### src/rtl/seg_scan_driver_if.sv
// Display-controller bus: digit load/control inputs and the multiplexed segment/anode outputs.
interface seg_scan_driver_if #(
    parameter int unsigned N_DIGITS = 4,
    parameter int unsigned BRIGHT_W = 4
);
    logic [4*N_DIGITS-1:0] digits;
    logic                  load;
    logic                  blank_lz;
    logic [BRIGHT_W-1:0]   brightness;
    logic                  blink_en;
    logic [N_DIGITS-1:0]   blink_mask;
    logic [6:0]            seg;
    logic [N_DIGITS-1:0]   an;
    logic                  frame_done;

    modport master (
        output digits, load, blank_lz, brightness, blink_en, blink_mask,
        input  seg, an, frame_done
    );

    modport slave (
        input  digits, load, blank_lz, brightness, blink_en, blink_mask,
        output seg, an, frame_done
    );
endinterface

### src/rtl/seg_scan_driver.sv
// Multiplexed 7-segment scan driver: frame-aligned digit update, hex decode,
// leading-zero blanking, PWM brightness on the anodes and per-digit blinking.
module seg_scan_driver #(
    parameter int unsigned N_DIGITS     = 4,
    parameter int unsigned TICK_DIV     = 50000,
    parameter int unsigned BRIGHT_W     = 4,
    parameter int unsigned BLINK_FRAMES = 64
) (
    input  logic               clk,
    input  logic               rst_n,
    seg_scan_driver_if.slave   bus
);
    localparam int unsigned CNT_W = $clog2(TICK_DIV);
    localparam int unsigned IDX_W = $clog2(N_DIGITS);
    localparam int unsigned BF_W  = (BLINK_FRAMES > 1) ? $clog2(BLINK_FRAMES) : 1;
    localparam int unsigned DIG_W = 4 * N_DIGITS;

    localparam logic [6:0] SEG_OFF = 7'h7F;

    logic [CNT_W-1:0]    presc_q;
    logic [IDX_W-1:0]    index_q;
    logic [BRIGHT_W-1:0] pwm_q;
    logic [BF_W-1:0]     blink_cnt_q;
    logic                blink_hide_q;
    logic [DIG_W-1:0]    pending_q;
    logic                pending_valid_q;
    logic [DIG_W-1:0]    shadow_q;
    logic                shadow_valid_q;
    logic [6:0]          seg_q;
    logic [N_DIGITS-1:0] an_q;
    logic                frame_done_q;

    logic                tick_c;
    logic                boundary_c;
    logic [3:0]          cur_digit_c;
    logic                lz_sel_c;
    logic                mask_sel_c;
    logic                run_zero_c;
    logic [6:0]          seg_d;
    logic [N_DIGITS-1:0] an_d;

    // Active-low hex decode, {g,f,e,d,c,b,a}; A..F are display glyphs, not hex letters.
    function automatic logic [6:0] decode(input logic [3:0] v);
        logic [6:0] s;
        s = SEG_OFF;
        case (v)
            4'h0: s = 7'h40;
            4'h1: s = 7'h79;
            4'h2: s = 7'h24;
            4'h3: s = 7'h30;
            4'h4: s = 7'h19;
            4'h5: s = 7'h12;
            4'h6: s = 7'h02;
            4'h7: s = 7'h78;
            4'h8: s = 7'h00;
            4'h9: s = 7'h10;
            4'hA: s = 7'h7F;
            4'hB: s = 7'h3F;
            4'hC: s = 7'h40;
            4'hD: s = 7'h41;
            4'hE: s = 7'h06;
            4'hF: s = 7'h77;
        endcase
        return s;
    endfunction

    assign tick_c     = (presc_q == CNT_W'(TICK_DIV - 1));
    assign boundary_c = tick_c && (index_q == IDX_W'(N_DIGITS - 1));

    // Select the scanned digit and its blanking attributes; zero-run is scanned from the top digit down.
    always_comb begin
        cur_digit_c = '0;
        lz_sel_c    = 1'b0;
        mask_sel_c  = 1'b0;
        run_zero_c  = 1'b1;
        for (int i = N_DIGITS - 1; i >= 0; i--) begin
            run_zero_c = run_zero_c & (shadow_q[4*i +: 4] == 4'd0);
            if (index_q == IDX_W'(i)) begin
                cur_digit_c = shadow_q[4*i +: 4];
                lz_sel_c    = run_zero_c && (i != 0);
                mask_sel_c  = bus.blink_mask[i];
            end
        end
    end

    // Next segment/anode values; blanking touches seg only, PWM touches an only.
    always_comb begin
        seg_d = SEG_OFF;
        an_d  = '1;
        if (shadow_valid_q) begin
            seg_d = decode(cur_digit_c);
            if (bus.blank_lz && lz_sel_c) begin
                seg_d = SEG_OFF;
            end
            if (bus.blink_en && blink_hide_q && mask_sel_c) begin
                seg_d = SEG_OFF;
            end
            if (pwm_q <= bus.brightness) begin
                an_d = ~(N_DIGITS'(1) << index_q);
            end
        end
    end

    // Slot timing: prescaler, scan index, free-running PWM counter.
    always_ff @(posedge clk or negedge rst_n) begin
        if (!rst_n) begin
            presc_q <= '0;
            index_q <= '0;
            pwm_q   <= '0;
        end else begin
            pwm_q   <= pwm_q + BRIGHT_W'(1);
            presc_q <= tick_c ? '0 : presc_q + CNT_W'(1);
            if (tick_c) begin
                index_q <= (index_q == IDX_W'(N_DIGITS - 1)) ? '0 : index_q + IDX_W'(1);
            end
        end
    end

    // Blink phase toggles every BLINK_FRAMES frame boundaries, starting visible.
    always_ff @(posedge clk or negedge rst_n) begin
        if (!rst_n) begin
            blink_cnt_q  <= '0;
            blink_hide_q <= 1'b0;
        end else if (boundary_c) begin
            if (blink_cnt_q == BF_W'(BLINK_FRAMES - 1)) begin
                blink_cnt_q  <= '0;
                blink_hide_q <= ~blink_hide_q;
            end else begin
                blink_cnt_q <= blink_cnt_q + BF_W'(1);
            end
        end
    end

    // Pending/shadow double buffer; a load on the boundary cycle goes straight to the shadow.
    always_ff @(posedge clk or negedge rst_n) begin
        if (!rst_n) begin
            pending_q       <= '0;
            pending_valid_q <= 1'b0;
            shadow_q        <= '0;
            shadow_valid_q  <= 1'b0;
        end else if (boundary_c) begin
            if (bus.load) begin
                shadow_q       <= bus.digits;
                shadow_valid_q <= 1'b1;
            end else if (pending_valid_q) begin
                shadow_q       <= pending_q;
                shadow_valid_q <= 1'b1;
            end
            pending_valid_q <= 1'b0;
        end else if (bus.load) begin
            pending_q       <= bus.digits;
            pending_valid_q <= 1'b1;
        end
    end

    // Output registers, one clock behind index/shadow/controls.
    always_ff @(posedge clk or negedge rst_n) begin
        if (!rst_n) begin
            seg_q        <= SEG_OFF;
            an_q         <= '1;
            frame_done_q <= 1'b0;
        end else begin
            seg_q        <= seg_d;
            an_q         <= an_d;
            frame_done_q <= boundary_c;
        end
    end

    assign bus.seg        = seg_q;
    assign bus.an         = an_q;
    assign bus.frame_done = frame_done_q;
endmodule
### src/flat_wrapper.sv
// flat-port wrapper written by rule: the top's interface ports become plain ports
module seg_scan_driver_flat 
#(
    parameter int unsigned N_DIGITS     = 4,
    parameter int unsigned TICK_DIV     = 50000,
    parameter int unsigned BRIGHT_W     = 4,
    parameter int unsigned BLINK_FRAMES = 64
)
  (clk, rst_n, bus_digits, bus_load, bus_blank_lz, bus_brightness, bus_blink_en, bus_blink_mask, bus_seg, bus_an, bus_frame_done);
  seg_scan_driver_if #(.N_DIGITS(N_DIGITS), .BRIGHT_W(BRIGHT_W)) bus_i ();
  input  logic clk;
  input  logic rst_n;
  input wire logic [$bits(bus_i.digits)-1:0] bus_digits;
  input wire logic [$bits(bus_i.load)-1:0] bus_load;
  input wire logic [$bits(bus_i.blank_lz)-1:0] bus_blank_lz;
  input wire logic [$bits(bus_i.brightness)-1:0] bus_brightness;
  input wire logic [$bits(bus_i.blink_en)-1:0] bus_blink_en;
  input wire logic [$bits(bus_i.blink_mask)-1:0] bus_blink_mask;
  output wire logic [$bits(bus_i.seg)-1:0] bus_seg;
  output wire logic [$bits(bus_i.an)-1:0] bus_an;
  output wire logic [$bits(bus_i.frame_done)-1:0] bus_frame_done;
  assign bus_i.digits = bus_digits;
  assign bus_i.load = bus_load;
  assign bus_i.blank_lz = bus_blank_lz;
  assign bus_i.brightness = bus_brightness;
  assign bus_i.blink_en = bus_blink_en;
  assign bus_i.blink_mask = bus_blink_mask;
  assign bus_seg = bus_i.seg;
  assign bus_an = bus_i.an;
  assign bus_frame_done = bus_i.frame_done;
  seg_scan_driver #(.N_DIGITS(N_DIGITS), .TICK_DIV(TICK_DIV), .BRIGHT_W(BRIGHT_W), .BLINK_FRAMES(BLINK_FRAMES)) u_core (.clk(clk), .rst_n(rst_n), .bus(bus_i));
endmodule
### config.mk
export PLATFORM = sky130hd
export DESIGN_NAME = seg_scan_driver_flat
export DESIGN_NICKNAME = d
export VERILOG_FILES = /design/src/rtl/seg_scan_driver_if.sv /design/src/rtl/seg_scan_driver.sv /design/src/flat_wrapper.sv
export SDC_FILE = /design/constraint.sdc
export NUM_CORES = 1
export LEC_CHECK = 0
export BUFFER_PORTS_ARGS = -buffer_cell sky130_fd_sc_hd__clkbuf_2
export CORE_ASPECT_RATIO = 1.75
export CORE_MARGIN = 2
export CORE_UTILIZATION = 60
export CTS_CLUSTER_SIZE = 8
export DETAILED_ROUTE_END_ITERATION = 7
export PLACE_DENSITY = 0.81
export SLEW_MARGIN = 15
export SYNTH_ARGS = -nofsm -noshare
export SYNTH_HDL_FRONTEND = slang
export SYNTH_SLANG_ARGS = --single-unit
export TNS_END_PERCENT = 10
### constraint.sdc
create_clock -name clk -period 3.4 [get_ports clk]
set_input_delay 0.68 -clock clk [delete_from_list [all_inputs] [get_ports clk]]
set_output_delay 0.68 -clock clk [all_outputs]
set_load 0.01 [all_outputs]
==> results of run 1 <==
## power by group through the flow
stage | clock, mW | combinational, mW | sequential (mW)
detailed placement | 0 | 0.108 | 0.938
floorplan | 0 | 0.0643 | 0.935
global route | 0.962 | 0.117 | 0.923
global placement | 0 | 0.104 | 0.936
finish | 0.908 | 0.106 | 0.921
CTS | 0.924 | 0.109 | 0.921
## worst reg2reg max path, delay by kind of cell (launching register included)
family / cells / cell delay, ns
compound gates: 3 / 0.80
fa+ha+maj: 2 / 0.54
flops: 1 / 0.41
simple gates: 2 / 0.36
buf+inv: 2 / 0.33
## synthesized netlist by cell type (2+ instances only)
cell	number
a211oi_1	6
a21oi_1	3
and3_1	6
buf_1	2
buf_6	2
clkbuf_1	3
dfrtp_1	64
dfstp_2	11
ha_1	17
inv_1	12
mux2_2	29
mux2_4	19
mux2i_1	3
nand2_1	28
nand2b_1	5
nand3_1	21
nand3b_1	2
nand4_1	4
nor2_1	19
nor2b_1	3
nor3_1	5
nor4_1	4
nor4_4	2
o211a_1	2
o211ai_1	2
o21a_1	3
o21ai_0	12
o31ai_1	2
or3_1	2
xnor2_1	12
xor2_1	6
## per-stage QoR
| stage | std cells | utilization [%] | total power, mW | cell area [sq um] | hold WS (ns) |
|---|---|---|---|---|---|
| floorplan | 331 | - | 0.999 | 3870 | 0.384 |
| finish | 461 | 70.7 | 1.94 | 4400 | 0.345 |
| global placement | 445 | 66.3 | 1.04 | 4130 | 0.460 |
| CTS | 461 | 70.7 | 1.95 | 4400 | 0.350 |
| detailed placement | 445 | 66.3 | 1.05 | 4130 | 0.477 |
| global route | 461 | 70.7 | 2.00 | 4400 | 0.382 |
## layout make-up
class                      instances  area (sq um)
clock buffer                      10           138
clock inverter                     6           136
fill                             449          1830
inverter                          12          45.0
multi-input combinational        234          1860
sequential                        75          1890
tap                               80           100
timing repair buffer              44           230
## state kept, by name (all words and copies together) (netlist names)
signal                  count
u_core.blink_cnt_q          6
u_core.blink_hide_q         1
u_core.bus.an               4
u_core.bus.frame_done       1
u_core.bus.seg              7
u_core.index_q              2
u_core.pending_q           16
u_core.pending_valid_q      1
u_core.presc_q             16
u_core.pwm_q                4
u_core.shadow_q            16
u_core.shadow_valid_q       1
## logic make-up (layout without fill, tap and decap cells)
| family | count (synthesis) | after routing |
|---|---|---|
| compound gates | 39 | 39 |
| xor+xnor | 18 | 18 |
| fa+ha+maj | 17 | 17 |
| buf+inv | 22 | 72 |
| flops | 75 | 75 |
| mux | 51 | 51 |
| simple gates | 109 | 109 |
## per-layer routing
layer | global-route usage (%) | vias to the layer above
met5 | 0 | -
met4 | 15.2 | 0
met3 | 6.29 | 22
met2 | 43.3 | 60
met1 | 24.7 | 1341
li1 | - | 1265
## cell usage in the layout, fill, tap and decap left out, types with 2 or more instances in the layout
master / count
nor4_1: 4
mux2i_1: 3
nand2b_1: 5
o31ai_1: 2
nand3_1: 21
ha_1: 17
nor2_1: 19
xnor2_1: 12
mux2_2: 29
nand2_1: 28
clkbuf_2: 39
nor3_1: 5
mux2_4: 19
o211ai_1: 2
or3_1: 2
bufinv_16: 4
o211a_1: 2
dfrtp_1: 64
nand3b_1: 2
o21ai_0: 12
nor4_4: 2
inv_1: 12
and3_1: 6
xor2_1: 6
buf_4: 4
nor2b_1: 3
a21oi_1: 3
clkbuf_8: 10
dfstp_2: 11
nand4_1: 4
a211oi_1: 6
o21a_1: 3
## path summary, 6_finish.rpt
path / from / endpoint / slack [ns] / depth (start not counted)
max: u_core.index_q[0] / u_core.bus.seg[6] / 0.85 / 9
min: rst_n / u_core.pending_q[6] / 0.34 / 1
max reg2reg: u_core.index_q[0] / u_core.bus.seg[6] / 0.85 / 9
min reg2reg: u_core.pwm_q[0] / u_core.pwm_q[0] / 0.48 / 1
max in group asynchronous: rst_n / u_core.bus.an[3] / 2.28 / 2
min in group clk: u_core.pwm_q[0] / u_core.pwm_q[0] / 0.48 / 1
==> metrics.md, run 1 <==
| Metric | Value |
|---|---|
| Worst Skew | `0.0104 ns` |
| Sequential Power Share | `a little under half` |
| Clock network power share | `46.9%` |
| Iter 0 DRT Violations | `about 180` |
| Internal | `approximately 1.6 mW` |
| First-pass GRT wire length | `12.9 mm` |
| Slew Limit Fails | `0` |
| Hold_buf cts | `0` |
| Synth Area in Adders | `5.49%` |
| DRC Markers | `0` |
| Met3 wire length | `a little under 300 um` |
| H-tree depth | `3` |
| Synthesized area | `3870 sq um` |
| Syn-to-layout area delta | `13.7%` |
| Arrival time at the worst endpoint | `2.79 ns` |
| Max-Cap Viols | `0` |
| Clock sink count | `75` |
| Status | `completed` |
| Cell count after synthesis | `around 330` |
| Static Leak | `2.06 nW` |
| Die area | `between 7000 and 8000 sq um` |
| Layout cells sized above 1 | `32.8%` |
| Compound-Gate Fraction of Synth Area | `between 7 and 8%` |
| Total global routing track utilization | `24.2%` |
| Average wire per standard cell | `16.5 um` |
| Largest family of logic cells by synthesized area | `multiplexers` |
| TritonRoute pass-1 iters | `5` |
| Seq/Total Area, Yosys | `48.8%` |
| Prevailing post-synth register cell | `dfrtp_1` |
| Width of the die | `64.7 um` |
| Vias in the first global route | `2827` |
| Vias after detailed routing | `about 2700` |
| RSZ-0062 raised after global routing | `no` |
| Setup bufs post-CTS | `0` |
| Top-area cell type share of the netlist area | `41.4%` |
| # setup viols final | `0` |
| YS warnings | `0` |
| Root Buffer | `clkbuf_8` |
| CP max stage cell | `dfrtp_1` |
| Total CTS buffers | `9` |
| Routability cong. | `0.899` |
| # diodes | `0` |
| Nets | `between 400 and 500` |
| Synth Area in Simple Gates | `14.9%` |
| Period minus WS final | `~2.6 ns` |
| Hold Fails Final Rpt | `0` |
| I/O Pins | `41` |
| HP Class | `input port to asynchronous set/reset pin` |
| Clock Path Buffers | `2` |
| Fmax | `around 400 MHz` |
| Switching part of the total | `approximately a fifth` |
| Top Metal Used | `met4` |
| Worst EP required | `approximately 3.6 ns` |
| Buffers added on ports | `40` |
| Crit path max fanout | `7` |
| Clock-pin slew on the worst setup and hold paths | `0.07 ns` |
| Synthesized flop and latch total | `75` |
| Slowest stage delay, CP | `about 0.4 ns` |
| Netlist cell types | `51` |
| Antenna violations before repair | `0` |
| WS Path Type | `register to register` |
| Fin crit share | `between 70% and 80%` |
| Syn Nets | `377` |
| Top post-synthesis cells by area | `dfrtp_1 (41%), mux2_2 (8.4%), dfstp_2 (7.5%), mux2_4 (7.4%), ha_1 (5.5%)` |
| DRT met1 WL | `2.75 mm` |
| Row count | `38` |
| Least-Margin Pin Slew | `0.674 ns` |
| Final worst setup slack | `between 0.8 and 0.9 ns` |
| EDFF count, synth | `0` |
| CP Buf/Inv Count | `2` |
| CP Capture Type | `register` |
| Post-DR vias/cell | `5.83` |
| Max VDD drop | `~0.28 mV` |
| Post-synth ARST share | `100%` |
| CTS tree | `yes` |
| Clk_lat worst skew | `0.36 ns` |
| Pin count of the biggest net entering global routing | `31` |
| P_sw | `0.384 mW` |
| Worst setup SP type | `register` |
| Combinational share of power | `5.5%` |
| Cells along the critical path | `inv_1 > ha_1 > nand2b_1 > o22ai_1 > a31oi_1 > inv_1 > ha_1 > and3_1 > o311ai_0` |
| Final TNS setup | `0 ns` |
| Pre-CTS setup slack | `~0.9 ns` |
| Post-synth top area cell | `dfrtp_1` |
| Synthesized area per cell | `11.7 sq um` |
| Synth Area in XOR/XNOR | `4.07%` |
| Pwr Density | `440 nW/um^2` |
| PostCTS Resize Cnt | `0` |
| Post-route ant nets | `0` |
| Slew margin rel. | `54.9%` |
| Wire length on met2 | `4.28 mm` |
| Mux contribution to synthesized area | `16.6%` |
| Initial Util | `62.2%` |
| Total grt overflow | `0` |
| Core area | `6230 sq um` |
| HPWL Detailed | `approximately 5.7 mm` |
| Die H | `110 um` |
| CP top delay family | `compound AO/OA/AOI/OAI gates` |
| Routed WL | `7.62 mm` |
No activity file was read; power rests on OpenSTA's default activity.
==> run 2: changes to the inputs <==
CORE_UTILIZATION = 53   (was 60)
PLACE_DENSITY = 0.76   (was 0.81)
clock period = 2.05 ns   (was 3.4 ns; I/O delays follow)
==> metrics.md, run 2 (synthesis gave the netlist of run 1 again) <==
| Metric | Value |
|---|---|
| Status | `completed (unchanged)` |
| Static Leak | `2.21 nW (was 2.06 nW)` |
| Total power | `3.12 mW (was 1.94 mW)` |
| # diodes | `0 (unchanged)` |
| Most frequent cells in the layout | `dfrtp_1 (62), clkbuf_2 (39), buf_4 (30) (was dfrtp_1 (64), clkbuf_2 (39), mux2_2 (29))` |
| Fin crit share | `97.7% (was 75.1%)` |
| H-tree depth | `3 (unchanged)` |
| Slowest stage delay, CP | `0.46 ns (was 0.41 ns)` |
| Root Buffer | `clkbuf_16 (was clkbuf_8)` |
| TritonRoute pass-1 iters | `4 (was 5)` |
| Worst setup SP type | `register (unchanged)` |
| Max VDD drop | `0.448 mV (was 0.282 mV)` |
| Clock Path Buffers | `2 (unchanged)` |
| Total global routing track utilization | `21.5% (was 24.2%)` |
| Buffers added on ports | `40 (unchanged)` |
| Vias after detailed routing | `2798 (was 2688)` |
| Cells along the critical path | `inv_4 > ha_4 > inv_2 > mux2i_4 > nor2_4 > ha_2 > nor3_1 > or3_1 > o311ai_2 (was inv_1 > ha_1 > nand2b_1 > o22ai_1 > a31oi_1 > inv_1 > ha_1 > and3_1 > o311ai_0)` |
| # setup viols final | `0 (unchanged)` |
| CP max stage cell | `dfrtp_2 (was dfrtp_1)` |
| Max-Cap Viols | `0 (unchanged)` |
| Slew margin rel. | `68.9% (was 54.9%)` |
| Routability cong. | `0.854 (was 0.899)` |
| Initial Util | `54.3% (was 62.2%)` |
| I/O Pins | `41 (unchanged)` |
| GR Util met1 | `23.8% (was 24.7%)` |
| RSZ-0062 raised after global routing | `yes (was no)` |
| Arrival time at the worst endpoint | `2.24 ns (was 2.79 ns)` |
| Vias in the first global route | `2860 (was 2827)` |
| Antenna violations before repair | `0 (unchanged)` |
| Slew Limit Fails | `0 (unchanged)` |
| Worst Skew | `0.00359 ns (was 0.0104 ns)` |
| Die area | `8030 sq um (was 7140 sq um)` |
| Met3 Use GR | `4.40% (was 6.29%)` |
| HPWL Detailed | `5.63 mm (was 5.69 mm)` |
| Total grt overflow | `0 (unchanged)` |
| Fin cells | `495 (was 461)` |
| Post-route ant nets | `0 (unchanged)` |
| Syn-to-layout area delta | `23.3% (was 13.7%)` |
| CTS tree | `yes (unchanged)` |
| Layout cells sized above 1 | `41.8% (was 32.8%)` |
| CP Capture Type | `register (unchanged)` |
| Fmax | `499 MHz (was 392 MHz)` |
| Met2 usage | `37.7% (was 43.3%)` |
| Post-route cell area | `4770 sq um (was 4400 sq um)` |
| Final Core Density | `66.9% (was 70.7%)` |
| Biggest regs | `u_core.pending_q (16), u_core.presc_q (16), u_core.shadow_q (16) (unchanged)` |
| Period minus WS final | `2.00 ns (was 2.55 ns)` |
| Clock sink count | `75 (unchanged)` |
| First-pass GRT wire length | `12.8 mm (was 12.9 mm)` |
| Hold_buf cts | `0 (unchanged)` |
| Pwr Density | `653 nW/um^2 (was 440 nW/um^2)` |
| Post-DR vias/cell | `5.65 (was 5.83)` |
| Die H | `117 um (was 110 um)` |
| Worst EP required | `2.29 ns (was 3.64 ns)` |
| Clk_lat worst skew | `0.33 ns (was 0.36 ns)` |
| Routed WL | `8.00 mm (was 7.62 mm)` |
| Core area | `7130 sq um (was 6230 sq um)` |
| HP Class | `input port to asynchronous set/reset pin (unchanged)` |
| Width of the die | `68.6 um (was 64.7 um)` |
| Fillers | `544 (was 449)` |
| Crit path max fanout | `5 (was 7)` |
| Clock-pin slew on the worst setup and hold paths | `0.05 ns (was 0.07 ns)` |
| Iter 0 DRT Violations | `158 (was 183)` |
| Final TNS setup | `0 ns (unchanged)` |
| Average wire per standard cell | `16.2 um (was 16.5 um)` |
| Row count | `41 (was 38)` |
| DRC Markers | `0 (unchanged)` |
| WS Path Type | `register to register (unchanged)` |
| Pin count of the biggest net entering global routing | `76 (was 31)` |
| Least-Margin Pin Slew | `0.464 ns (was 0.674 ns)` |
| Nets | `451 (was 422)` |
| Commonest non-fill, non-tap cell in the layout | `dfrtp_1 (unchanged)` |
| Dpl cell area | `4380 sq um (was 4130 sq um)` |
| Placed Instances | `477 (was 445)` |
| Total CTS buffers | `9 (unchanged)` |
| GRT busiest layer | `met2 (unchanged)` |
| Hold Fails Final Rpt | `0 (unchanged)` |
run 2: changes by cell type in the layout (fill, tap and decap cells not counted), sizes merged:
cell	before	now
clkinv	1	3
o21ai	13	14
clkinvlp	1	0
bufinv	4	0
buf	5	33
clkbuf	49	51
run 2: area by class of cell:
cell class | instances | area (sq um) | share of cell area (%)
Clock buffer | 12 | 246 | 5.16
Tap cell | 86 | 108 | 2.25
Sequential cell | 75 | 1890 | 39.7
Timing Repair Buffer | 72 | 465 | 9.75
Inverter | 12 | 50.0 | 1.05
Clock inverter | 3 | 15.0 | 0.315
Multi-Input combinational cell | 235 | 2000 | 41.8
run 2: where the power goes:
part | leakage [nW] | switching [mW] | internal, mW
registers | 0.947 | 0.0161 | 1.51
logic | 1.13 | 0.0810 | 0.102
clock network | 0.132 | 0.564 | 0.839
total | 2.21 | 0.661 | 2.46
run 2: worst paths after layout:
path                                   start                   to  slack (ns)  cells after the start
max reg2reg                u_core.index_q[0]    u_core.bus.seg[6]        0.05                      9
min in group clk               bus_digits[4]  u_core.pending_q[4]        0.32                      2
max                        u_core.index_q[0]    u_core.bus.seg[6]        0.05                      9
max in group asynchronous              rst_n     u_core.bus.an[1]        1.63                      2
min reg2reg                  u_core.pwm_q[0]      u_core.pwm_q[0]        0.48                      1
min                                    rst_n   u_core.presc_q[15]        0.09                      2
run 2: layer usage:
layer | vias up | routed length [um]
li1 | 1324 | -
met1 | 1386 | 3130
met2 | 68 | 4370
met3 | 20 | 265
met4 | 0 | 229
met5 | - | 0
run 2: worst max-delay path: cells and delay by family (launching register included):
family / cells / cell delay (ns)
compound gates: 1 / 0.09
fa+ha+maj: 2 / 0.37
buf+inv: 2 / 0.18
flops: 1 / 0.46
mux: 1 / 0.20
simple gates: 3 / 0.59
run 2: what timing repair did:
item / CTS / global route
resized for setup: 3 / 25
cloned: 0 / 1
pin swaps: 0 / 4
buffers inserted: 1 / 1
setup endpoints to repair: 4 / 40
run 2: metrics by stage:
step | hold WS (ns) | setup WS [ns]
2_1_floorplan | 0.114 | 0.00570
3_3_place_gp | 0.464 | 0.0144
3_5_place_dp | 0.471 | -0.136
4_1_cts | 0.118 | 0.00996
5_1_grt | 0.127 | -0.0542
6_report | 0.0934 | 0.0477
